File: config.mk
export PLATFORM = sky130hd
export DESIGN_NAME = serv_dbus_seq
export DESIGN_NICKNAME = d
export VERILOG_FILES = /design/src/rtl/serv_dbus_seq_pkg.sv /design/src/rtl/serv_dbus_wdog.sv /design/src/rtl/serv_dbus_seq.sv
export SDC_FILE = /design/constraint.sdc
export NUM_CORES = 1
export LEC_CHECK = 0
export CORE_MARGIN = 1.5
export CORE_UTILIZATION = 42
export DETAILED_ROUTE_END_ITERATION = 16
export GPL_TIMING_DRIVEN = 0
export HOLD_SLACK_MARGIN = 0.05
export PLACE_DENSITY = 0.77
export SETUP_SLACK_MARGIN = 0.4
export SYNTH_ARGS = -nofsm -noshare
export SYNTH_HDL_FRONTEND = slang
export SYNTH_SLANG_ARGS = --single-unit
export TNS_END_PERCENT = 50
File: constraint.sdc
create_clock -name i_clk -period 1.7 [get_ports i_clk]
set_input_delay 0.255 -clock i_clk [delete_from_list [all_inputs] [get_ports i_clk]]
set_output_delay 0.255 -clock i_clk [all_outputs]
set_load 0.02 [all_outputs]
File: src/rtl/serv_dbus_seq_pkg.sv
// -----------------------------------------------------------------------------
// serv_dbus_seq_pkg
// Shared definitions for the data-bus sequencer: Wishbone widths, the
// sequencer state encoding and a small address helper.
// -----------------------------------------------------------------------------
package serv_dbus_seq_pkg;

    localparam int WB_AW = 32;          // Wishbone address width
    localparam int WB_DW = 32;          // Wishbone data width
    localparam int WB_SW = WB_DW / 8;   // byte-lane select width

    typedef enum logic [1:0] {
        ST_IDLE = 2'd0,
        ST_BUS  = 2'd1,
        ST_DONE = 2'd2
    } state_e;

    // The bus is word addressed; lane selection carries the byte offset.
    function automatic logic [WB_AW-1:0] word_adr(input logic [WB_AW-1:0] adr);
        return {adr[WB_AW-1:2], 2'b00};
    endfunction

endpackage

File: src/rtl/serv_dbus_wdog.sv
// -----------------------------------------------------------------------------
// serv_dbus_wdog
// Bus watchdog for the data-bus sequencer. Counts cycles while enabled and
// flags expiry on the cycle whose closing edge would bring the count to
// 2**TO_W-1. Only compiled when SERV_DBUS_TIMEOUT_EN is defined.
//
// Ports
//   i_clk     clock
//   i_rst     synchronous reset, active high
//   i_clr     clear counter to zero (held while the sequencer is idle)
//   i_en      count this cycle (sequencer waiting on the bus)
//   o_expire  combinational: this cycle is the last one before timeout
// -----------------------------------------------------------------------------
`ifdef SERV_DBUS_TIMEOUT_EN
module serv_dbus_wdog #(
    parameter int TO_W = 8
) (
    input  logic i_clk,
    input  logic i_rst,
    input  logic i_clr,
    input  logic i_en,
    output logic o_expire
);

    localparam logic [TO_W-1:0] CNT_MAX = {TO_W{1'b1}};

    logic [TO_W-1:0] cnt_q;
    logic [TO_W-1:0] cnt_d;

    assign cnt_d = cnt_q + TO_W'(1);

    // Expire when the increment about to happen reaches the limit, so the
    // sequencer leaves the bus on that same edge.
    assign o_expire = i_en && (cnt_d == CNT_MAX);

    always_ff @(posedge i_clk) begin
        if (i_rst || i_clr) begin
            cnt_q <= '0;
        end else if (i_en) begin
            cnt_q <= cnt_d;
        end
    end

endmodule
`endif

File: src/rtl/serv_dbus_seq.sv
// -----------------------------------------------------------------------------
// serv_dbus_seq
// Data-bus transaction sequencer between the core load/store datapath and a
// single-beat Wishbone data port. One bus cycle per request; load data is
// captured and completion is reported with a one-cycle o_ack (+ o_err).
//
// Build option: define SERV_DBUS_TIMEOUT_EN to add a TO_W-bit bus watchdog
// that ends a stalled bus cycle with an error. Without it the sequencer waits
// on the bus indefinitely.
//
// Ports
//   i_clk, i_rst         clock, synchronous active-high reset
//   i_req                request (level, sampled only when idle)
//   i_we                 1 = store, 0 = load
//   i_adr, i_dat, i_sel  byte address, lane-aligned store data, lane enables
//   i_misalign           misaligned request: complete with error, no bus cycle
//   o_busy               sequencer not idle
//   o_ack, o_err         completion pulse and its error flag
//   o_rdt                last captured load data
//   o_wb_*               registered Wishbone master outputs (stb == cyc)
//   i_wb_rdt/ack/err     Wishbone slave response
// -----------------------------------------------------------------------------
module serv_dbus_seq
    import serv_dbus_seq_pkg::*;
#(
    parameter int TO_W = 8
) (
    input  logic             i_clk,
    input  logic             i_rst,
    input  logic             i_req,
    input  logic             i_we,
    input  logic [WB_AW-1:0] i_adr,
    input  logic [WB_DW-1:0] i_dat,
    input  logic [WB_SW-1:0] i_sel,
    input  logic             i_misalign,
    output logic             o_busy,
    output logic             o_ack,
    output logic             o_err,
    output logic [WB_DW-1:0] o_rdt,
    output logic [WB_AW-1:0] o_wb_adr,
    output logic [WB_DW-1:0] o_wb_dat,
    output logic [WB_SW-1:0] o_wb_sel,
    output logic             o_wb_we,
    output logic             o_wb_cyc,
    input  logic [WB_DW-1:0] i_wb_rdt,
    input  logic             i_wb_ack,
    input  logic             i_wb_err
);

    state_e           state_q;
    logic             ack_q;
    logic             err_q;
    logic [WB_DW-1:0] rdt_q;
    logic [WB_AW-1:0] adr_q;
    logic [WB_DW-1:0] dat_q;
    logic [WB_SW-1:0] sel_q;
    logic             we_q;
    logic             cyc_q;
    logic             wdog_expire;

`ifdef SERV_DBUS_TIMEOUT_EN
    // Held clear while idle so the count is zero on entry to the bus phase.
    serv_dbus_wdog #(
        .TO_W (TO_W)
    ) u_wdog (
        .i_clk    (i_clk),
        .i_rst    (i_rst),
        .i_clr    (state_q == ST_IDLE),
        .i_en     (state_q == ST_BUS),
        .o_expire (wdog_expire)
    );
`else
    // TO_W only sizes the watchdog, which is not built here.
    logic unused_to_w;
    assign unused_to_w = (TO_W != 0);
    assign wdog_expire = 1'b0;
`endif

    always_ff @(posedge i_clk) begin
        if (i_rst) begin
            state_q <= ST_IDLE;
            ack_q   <= 1'b0;
            err_q   <= 1'b0;
            rdt_q   <= '0;
            adr_q   <= '0;
            dat_q   <= '0;
            sel_q   <= '0;
            we_q    <= 1'b0;
            cyc_q   <= 1'b0;
        end else begin
            // Completion flags are single-cycle pulses.
            ack_q <= 1'b0;
            err_q <= 1'b0;
            unique case (state_q)
                ST_IDLE: begin
                    if (i_req) begin
                        if (i_misalign) begin
                            state_q <= ST_DONE;
                            ack_q   <= 1'b1;
                            err_q   <= 1'b1;
                        end else begin
                            state_q <= ST_BUS;
                            cyc_q   <= 1'b1;
                            adr_q   <= word_adr(i_adr);
                            dat_q   <= i_dat;
                            sel_q   <= i_sel;
                            we_q    <= i_we;
                        end
                    end
                end
                ST_BUS: begin
                    // ack has priority over err and over watchdog expiry.
                    if (i_wb_ack) begin
                        state_q <= ST_DONE;
                        cyc_q   <= 1'b0;
                        ack_q   <= 1'b1;
                        if (!we_q) begin
                            rdt_q <= i_wb_rdt;
                        end
                    end else if (i_wb_err || wdog_expire) begin
                        state_q <= ST_DONE;
                        cyc_q   <= 1'b0;
                        ack_q   <= 1'b1;
                        err_q   <= 1'b1;
                    end
                end
                ST_DONE: begin
                    // Request is not looked at here, so a request still held
                    // during the completion cycle cannot start a second access.
                    state_q <= ST_IDLE;
                end
                default: begin
                    state_q <= ST_IDLE;
                    cyc_q   <= 1'b0;
                end
            endcase
        end
    end

    assign o_busy   = (state_q != ST_IDLE);
    assign o_ack    = ack_q;
    assign o_err    = err_q;
    assign o_rdt    = rdt_q;
    assign o_wb_adr = adr_q;
    assign o_wb_dat = dat_q;
    assign o_wb_sel = sel_q;
    assign o_wb_we  = we_q;
    assign o_wb_cyc = cyc_q;

endmodule
==> results.ini, run 1 <==
[synthesis]
synth_area_leaders=dfxtp_1 45%, nand2b_1 27%, mux2i_1 21%, clkbuf_1 1.8%, buf_4 1.3%
netlist_instances=451
avgSynthCellArea_um2=10.3
synthSimpleGateAreaFrac=0.280
yosysWarnings=0
synth_compound_area_frac=0.0113
synth_top_family_by_area=simple AND/OR/NAND/NOR gates
synth_cell_type_count=19
synth_xor_area_frac=0
synth.top_cell.area_share=0.449
yosysSeqAreaShare=0.449
synthAdderAreaFrac=0
ys_ff_latch=104
syn_area_um2=4630
yosysTopAreaCell=dfxtp_1
synthMuxAreaShare=0.214

[setup_path]
path_max_fanout=7
rr_worst_depth=6
crit_path_start_kind=flop
rrSetupSlack_ns=0.26
cp.arrival_ns=1.23
end_kind=output port
worst_ep_required_time_ns=1.44
critPathKind=reg2out
reg2reg_to=o_wb_adr[3]$_SDFFE_PP0P_
timing.rr.start=state_q[1]$_SDFFE_PP0P_

[clocking]
cts.clk_slew.worst_paths_ns=0.09
htreeDepth=3
hold_buffers=0
cts_tree=built
clock_latency_ns=0.37
clock_path_buffers=2
clock-root-buffer=clkbuf_8
clkSinkCount=104
cts-buffers-inserted=9

[worst_hold_path]
min_from=i_rst
min_path_cells=3
hold_path.class=in2reg
hold_end=o_rdt[20]$_SDFFE_PP0P_

[sta]
tightest_slew_ns=0.605
final_hold_viol_count=0
slew_headroom=0.596
clock_skew_ns=0.0114
timing.fmax_ghz=0.673
setup_violations=0
slew_viol_final=0
post-route-period-util=0.874
timing.hold.ws_ns=0.376
final.min_clock_period_ns=1.49
rsz0062_at_grt=yes

[finish]
final_cell_mix=198 x nand2b_1, 102 x clkdlybuf4s50_1, 102 x dfxtp_1
fill_cells=862
drive_above_1_share=0.111
seq_area_um2=2090
instances_no_fill=826
final_common_cell=nand2b_1
nets=790
design_area_um2=7460
syn_to_final_growth_pct=61.1
antenna_cells=0
multi_input_area_um2=2360

[floorplan]
io_pins=212
dieArea_um2=11700
initial_core_util=0.429
fp.dieW_um=108
core_um2=10800
die_h_um=108
num_rows=38

[drt]
drc=0
first_iter_violations=159
drt-wirelength-per-cell_um=15.4
antenna_left=0
first_pass_iters=4
vias=3862
via_per_inst=4.68
wl_um=12700

[place]
portBuffers=206
gp_congestion=0.723
dpl_cell_area_um2=6870
hpwl_um=9170
dp_cells=798

[grt]
grt_antenna_before_repair=1
grt_overflow=0
grt_max_degree=15
grt_util_all_layers=0.212
grt_pass1_wl_um=19200
first_global_vias=3967

[power_and_ir_drop]
peakVddDrop_v=0.000377
power_density_nw_per_um2=689
p_leak_nw=2.86

[run]
drv_cap=0

[run_status]
outcome=complete, no violations

==> critical path: stages, from the launching register on <==
cell	delay, ns
dfxtp_4	0.38
buf_4	0.14
or2_4	0.22
buf_6	0.13
==> power by group <==
group          switching [mW]  internal, mW  leakage [nW]  total (mW)
logic                   0.448         0.650          1.93        1.10
clock network           0.798         0.641        0.0886        1.44
registers              0.0610          2.54         0.848        2.60
==> repair_timing <==
| action | CTS | global route |
|---|---|---|
| setup endpoints to repair | 202 | 163 |
| pin swaps | 1 | 2 |
| buffers inserted | 6 | 2 |
| gates resized for setup | 227 | 38 |
| cloned | 1 | 5 |
==> how the worst max path moves through the flow <==
stage	from	end	slack (ns)	cells after the start
finish	state_q[1]$_SDFFE_PP0P_	o_busy	0.21	3
CTS	o_wb_dat[15]$_SDFFE_PP0P_	o_wb_dat[15]	0.13	1
floorplan	state_q[1]$_SDFFE_PP0P_	o_wb_dat[21]$_SDFFE_PP0P_	0.42	5
global placement	i_req	o_wb_dat[30]$_SDFFE_PP0P_	-0.10	6
detailed placement	i_req	o_wb_dat[28]$_SDFFE_PP0P_	-0.19	6
global route	state_q[1]$_SDFFE_PP0P_	o_busy	0.19	3
==> final cells by class <==
type / instances / area share
plain buffers: 36 / 0.0418
clock buffers: 14 / 0.0231
multi-input cells: 312 / 0.317
flip-flops and latches: 104 / 0.280
well taps: 140 / 0.0235
repair buffers: 220 / 0.315
==> sequential cells by signal, summed over array words and instances, names as in the netlist <==
signal    count
o_wb_sel      4
o_wb_adr     30
o_wb_cyc      1
state_q       2
o_wb_dat     32
o_rdt        32
o_ack         1
o_err         1
o_wb_we       1
==> Yosys cell counts <==
cell / count
dfxtp_1: 104
and4bb_2: 1
nor4b_1: 1
buf_12: 1
or2_2: 1
mux2i_1: 99
buf_4: 8
o21ba_2: 1
clkbuf_1: 22
conb_1: 1
nand2b_1: 198
o21ai_0: 1
buf_6: 3
a21oi_1: 1
o211a_1: 1
nor4b_2: 1
buf_2: 2
a211oi_1: 3
nand3b_1: 2
==> cells by family after synthesis <==
family          after synthesis
compound gates                7
buf+inv                      36
flops                       104
mux                          99
other cells                   1
simple gates                204
==> per-stage QoR <==
step / power, mW / TNS [ns] / setup slack [ns] / utilization
floorplan: 3.15 / 0 / 0.422 / -
global placement: 3.67 / -1.53 / -0.103 / 0.637
detailed placement: 3.69 / -5.31 / -0.188 / 0.637
CTS: 5.10 / 0 / 0.131 / 0.668
global route: 5.36 / 0 / 0.188 / 0.691
finish: 5.14 / 0 / 0.214 / 0.691
==> metal layers <==
layer | wire length (um) | vias to the layer above | track usage
met3 | 934 | 24 | 0.0645
met4 | 345 | 2 | 0.0996
met5 | 8 | - | 0
met2 | 6170 | 129 | 0.363
met1 | 5250 | 1788 | 0.242
li1 | - | 1919 | -
Note: power is estimated with default switching activity, not from simulation.
==> inputs of run 2 (changes only) <==
- CORE_ASPECT_RATIO: default -> 0.5
- RECOVER_POWER: default -> 50
==> run 2 against run 1 <==
  * Maximum frequency fell by 2.0%
  * Critical path depth up 1
  * Critical path type is now reg2reg
  * Sequential share of layout area up 0.43 points
  * Core utilization rose by 0.89 points
  * Die area up 0.33%
  * Count of clock-buffer cells in the layout is 1 lower
  * Non-clock buffer count is 1 lower
  * Cell area down 1.7%
  * Worst hold slack got worse by 0.026 ns
  * Clock power increased by 47%
  * Sequential cell count unchanged
==> results.ini, run 2 (synthesis results as in run 1) <==
[clocking]
cts-buffers-inserted=9  ; unchanged
cts.clk_slew.worst_paths_ns=0.07  ; was 0.09 ns
cts_tree=built  ; unchanged
clock-root-buffer=clkbuf_16  ; was clkbuf_8
hold_buffers=0  ; unchanged
clock_latency_ns=0.34  ; was 0.37 ns
clkSinkCount=104  ; unchanged
htreeDepth=3  ; unchanged
clock_path_buffers=2  ; unchanged

[setup_path]
timing.rr.start=state_q[1]$_SDFFE_PP0P_  ; unchanged
startpoint=state_q[1]$_SDFFE_PP0P_  ; unchanged
path_depth=4  ; was 3
cpLargestDelayFamily=buffers and inverters  ; was flip-flops
crit_path_start_kind=flop  ; unchanged
crit_buf_inv=2  ; unchanged
rr_worst_depth=4  ; was 6
end_kind=flop  ; was output port
path_max_fanout=8  ; was 7
cp.arrival_ns=1.78  ; was 1.23 ns
critPathSlowestCell=dfxtp_1  ; was dfxtp_4
crit_chain=and4bb_2 -> clkbuf_2 -> clkbuf_16 -> mux2i_1  ; was buf_4 -> or2_4 -> buf_6
worst_ep_required_time_ns=1.96  ; was 1.44 ns
critPathKind=reg2reg  ; was reg2out
max_stage_delay_ns=0.39  ; was 0.38 ns

[sta]
fin_tns_setup_ns=0  ; unchanged
tightest_slew_ns=0.600  ; was 0.605 ns
timing.hold.ws_ns=0.350  ; was 0.376 ns
final_hold_viol_count=0  ; unchanged
slew_viol_final=0  ; unchanged
rsz0062_at_grt=yes  ; unchanged
setup_violations=0  ; unchanged
clock_skew_ns=0.00295  ; was 0.0114 ns
post-route-period-util=0.893  ; was 0.874
timing.fmax_ghz=0.659  ; was 0.673 GHz
final.min_clock_period_ns=1.52  ; was 1.49 ns
slew_headroom=0.600  ; was 0.596

[grt]
grt_pass1_wl_um=19000  ; was 19200 um
grt_max_degree=16  ; was 15
grt_antenna_before_repair=0  ; was 1
first_global_vias=3792  ; was 3967
grt_util_all_layers=0.208  ; was 0.212
grt_overflow=0  ; unchanged

[finish]
final_cell_mix=198 x nand2b_1, 103 x dfxtp_1, 101 x clkdlybuf4s50_1  ; was 198 x nand2b_1, 102 x clkdlybuf4s50_1, 102 x dfxtp_1
nets=789  ; was 790
drive_above_1_share=0.0713  ; was 0.111
final_common_cell=nand2b_1  ; unchanged
antenna_cells=0  ; unchanged
syn_to_final_growth_pct=58.4  ; was 61.1%

[power_and_ir_drop]
peakVddDrop_v=0.000396  ; was 0.000377 V
power_density_nw_per_um2=783  ; was 689 nW/um^2
p_leak_nw=3.05  ; was 2.86 nW

[drt]
first_iter_violations=159  ; unchanged
first_pass_iters=4  ; unchanged
via_per_inst=4.60  ; was 4.68
drc=0  ; unchanged
antenna_left=0  ; unchanged
wl_um=12500  ; was 12700 um
drt-wirelength-per-cell_um=15.1  ; was 15.4 um
vias=3804  ; was 3862

[worst_hold_path]
min_path_cells=3  ; unchanged
min_from=i_misalign  ; was i_rst
hold_path.class=in2reg  ; unchanged

[floorplan]
die_h_um=77.3  ; was 108 um
fp.dieW_um=152  ; was 108 um
io_pins=212  ; unchanged
initial_core_util=0.442  ; was 0.429
num_rows=26  ; was 38
core_um2=10500  ; was 10800 um^2
dieArea_um2=11700  ; about the same

[run_status]
outcome=complete, no violations  ; unchanged

[place]
portBuffers=206  ; unchanged
hpwl_um=8960  ; was 9170 um
gp_congestion=0.747  ; was 0.723

[run]
drv_cap=0  ; unchanged

[run 2: per-stage QoR]
step / cells / power, mW / setup WS, ns / area (um^2) / util
after floorplan: 452 / 3.15 / 0.422 / 4640 / -
after global placement: 798 / 3.67 / -0.0947 / 6870 / 0.656
after detailed placement: 798 / 3.68 / -0.110 / 6870 / 0.656
after CTS: 814 / 5.74 / 0.134 / 7070 / 0.675
after global routing: 827 / 5.97 / 0.118 / 7340 / 0.700
final: 827 / 5.74 / 0.183 / 7340 / 0.700
[run 2: repair_timing]
item | in CTS | in global routing
setup endpoints to repair | 200 | 177
hold endpoints to repair | 0 | 0
gates resized for setup | 119 | 38
gates cloned | 0 | 4
pin swaps | 0 | 1
buffers inserted | 0 | 9
[run 2: worst paths after layout]
kind,to,slack [ns]
worst max-delay path,o_rdt[28]$_SDFFE_PP0P_,0.18
worst min-delay path,o_err$_SDFF_PP0_,0.35
worst min register to register,o_rdt[10]$_SDFFE_PP0P_,0.47
worst max register to register,o_rdt[28]$_SDFFE_PP0P_,0.18
[run 2: worst min-delay path, stage by stage]
cell	delay, ns
dlymetal6s2s_1	0.16
nand3b_1	0.15
a211oi_1	0.08
[run 2: power by group]
part           switching, mW  total (mW)  leakage [nW]  internal, mW
Combinational          0.440        1.03          2.06         0.593
Clock                  0.889        2.11         0.150          1.22
Sequential            0.0568        2.60         0.847          2.54
[run 2: layer usage]
metal  track usage  routed length (um)  vias up
li1              -                   -     1918
met1         0.251                5510     1777
met2         0.358                6060       93
met3        0.0571                 742       16
met4        0.0683                 218        0
met5             0                   0        -
[run 2: cell type report]
| type | count | area [um^2] |
|---|---|---|
| multi-input cells | 312 | 2370 |
| clock buffers | 13 | 260 |
| well taps | 140 | 175 |
| repair buffers | 219 | 2140 |
| flip-flops and latches | 104 | 2090 |
| clock inverters | 3 | 40.0 |
| fillers | 859 | 3140 |
| plain buffers | 36 | 272 |
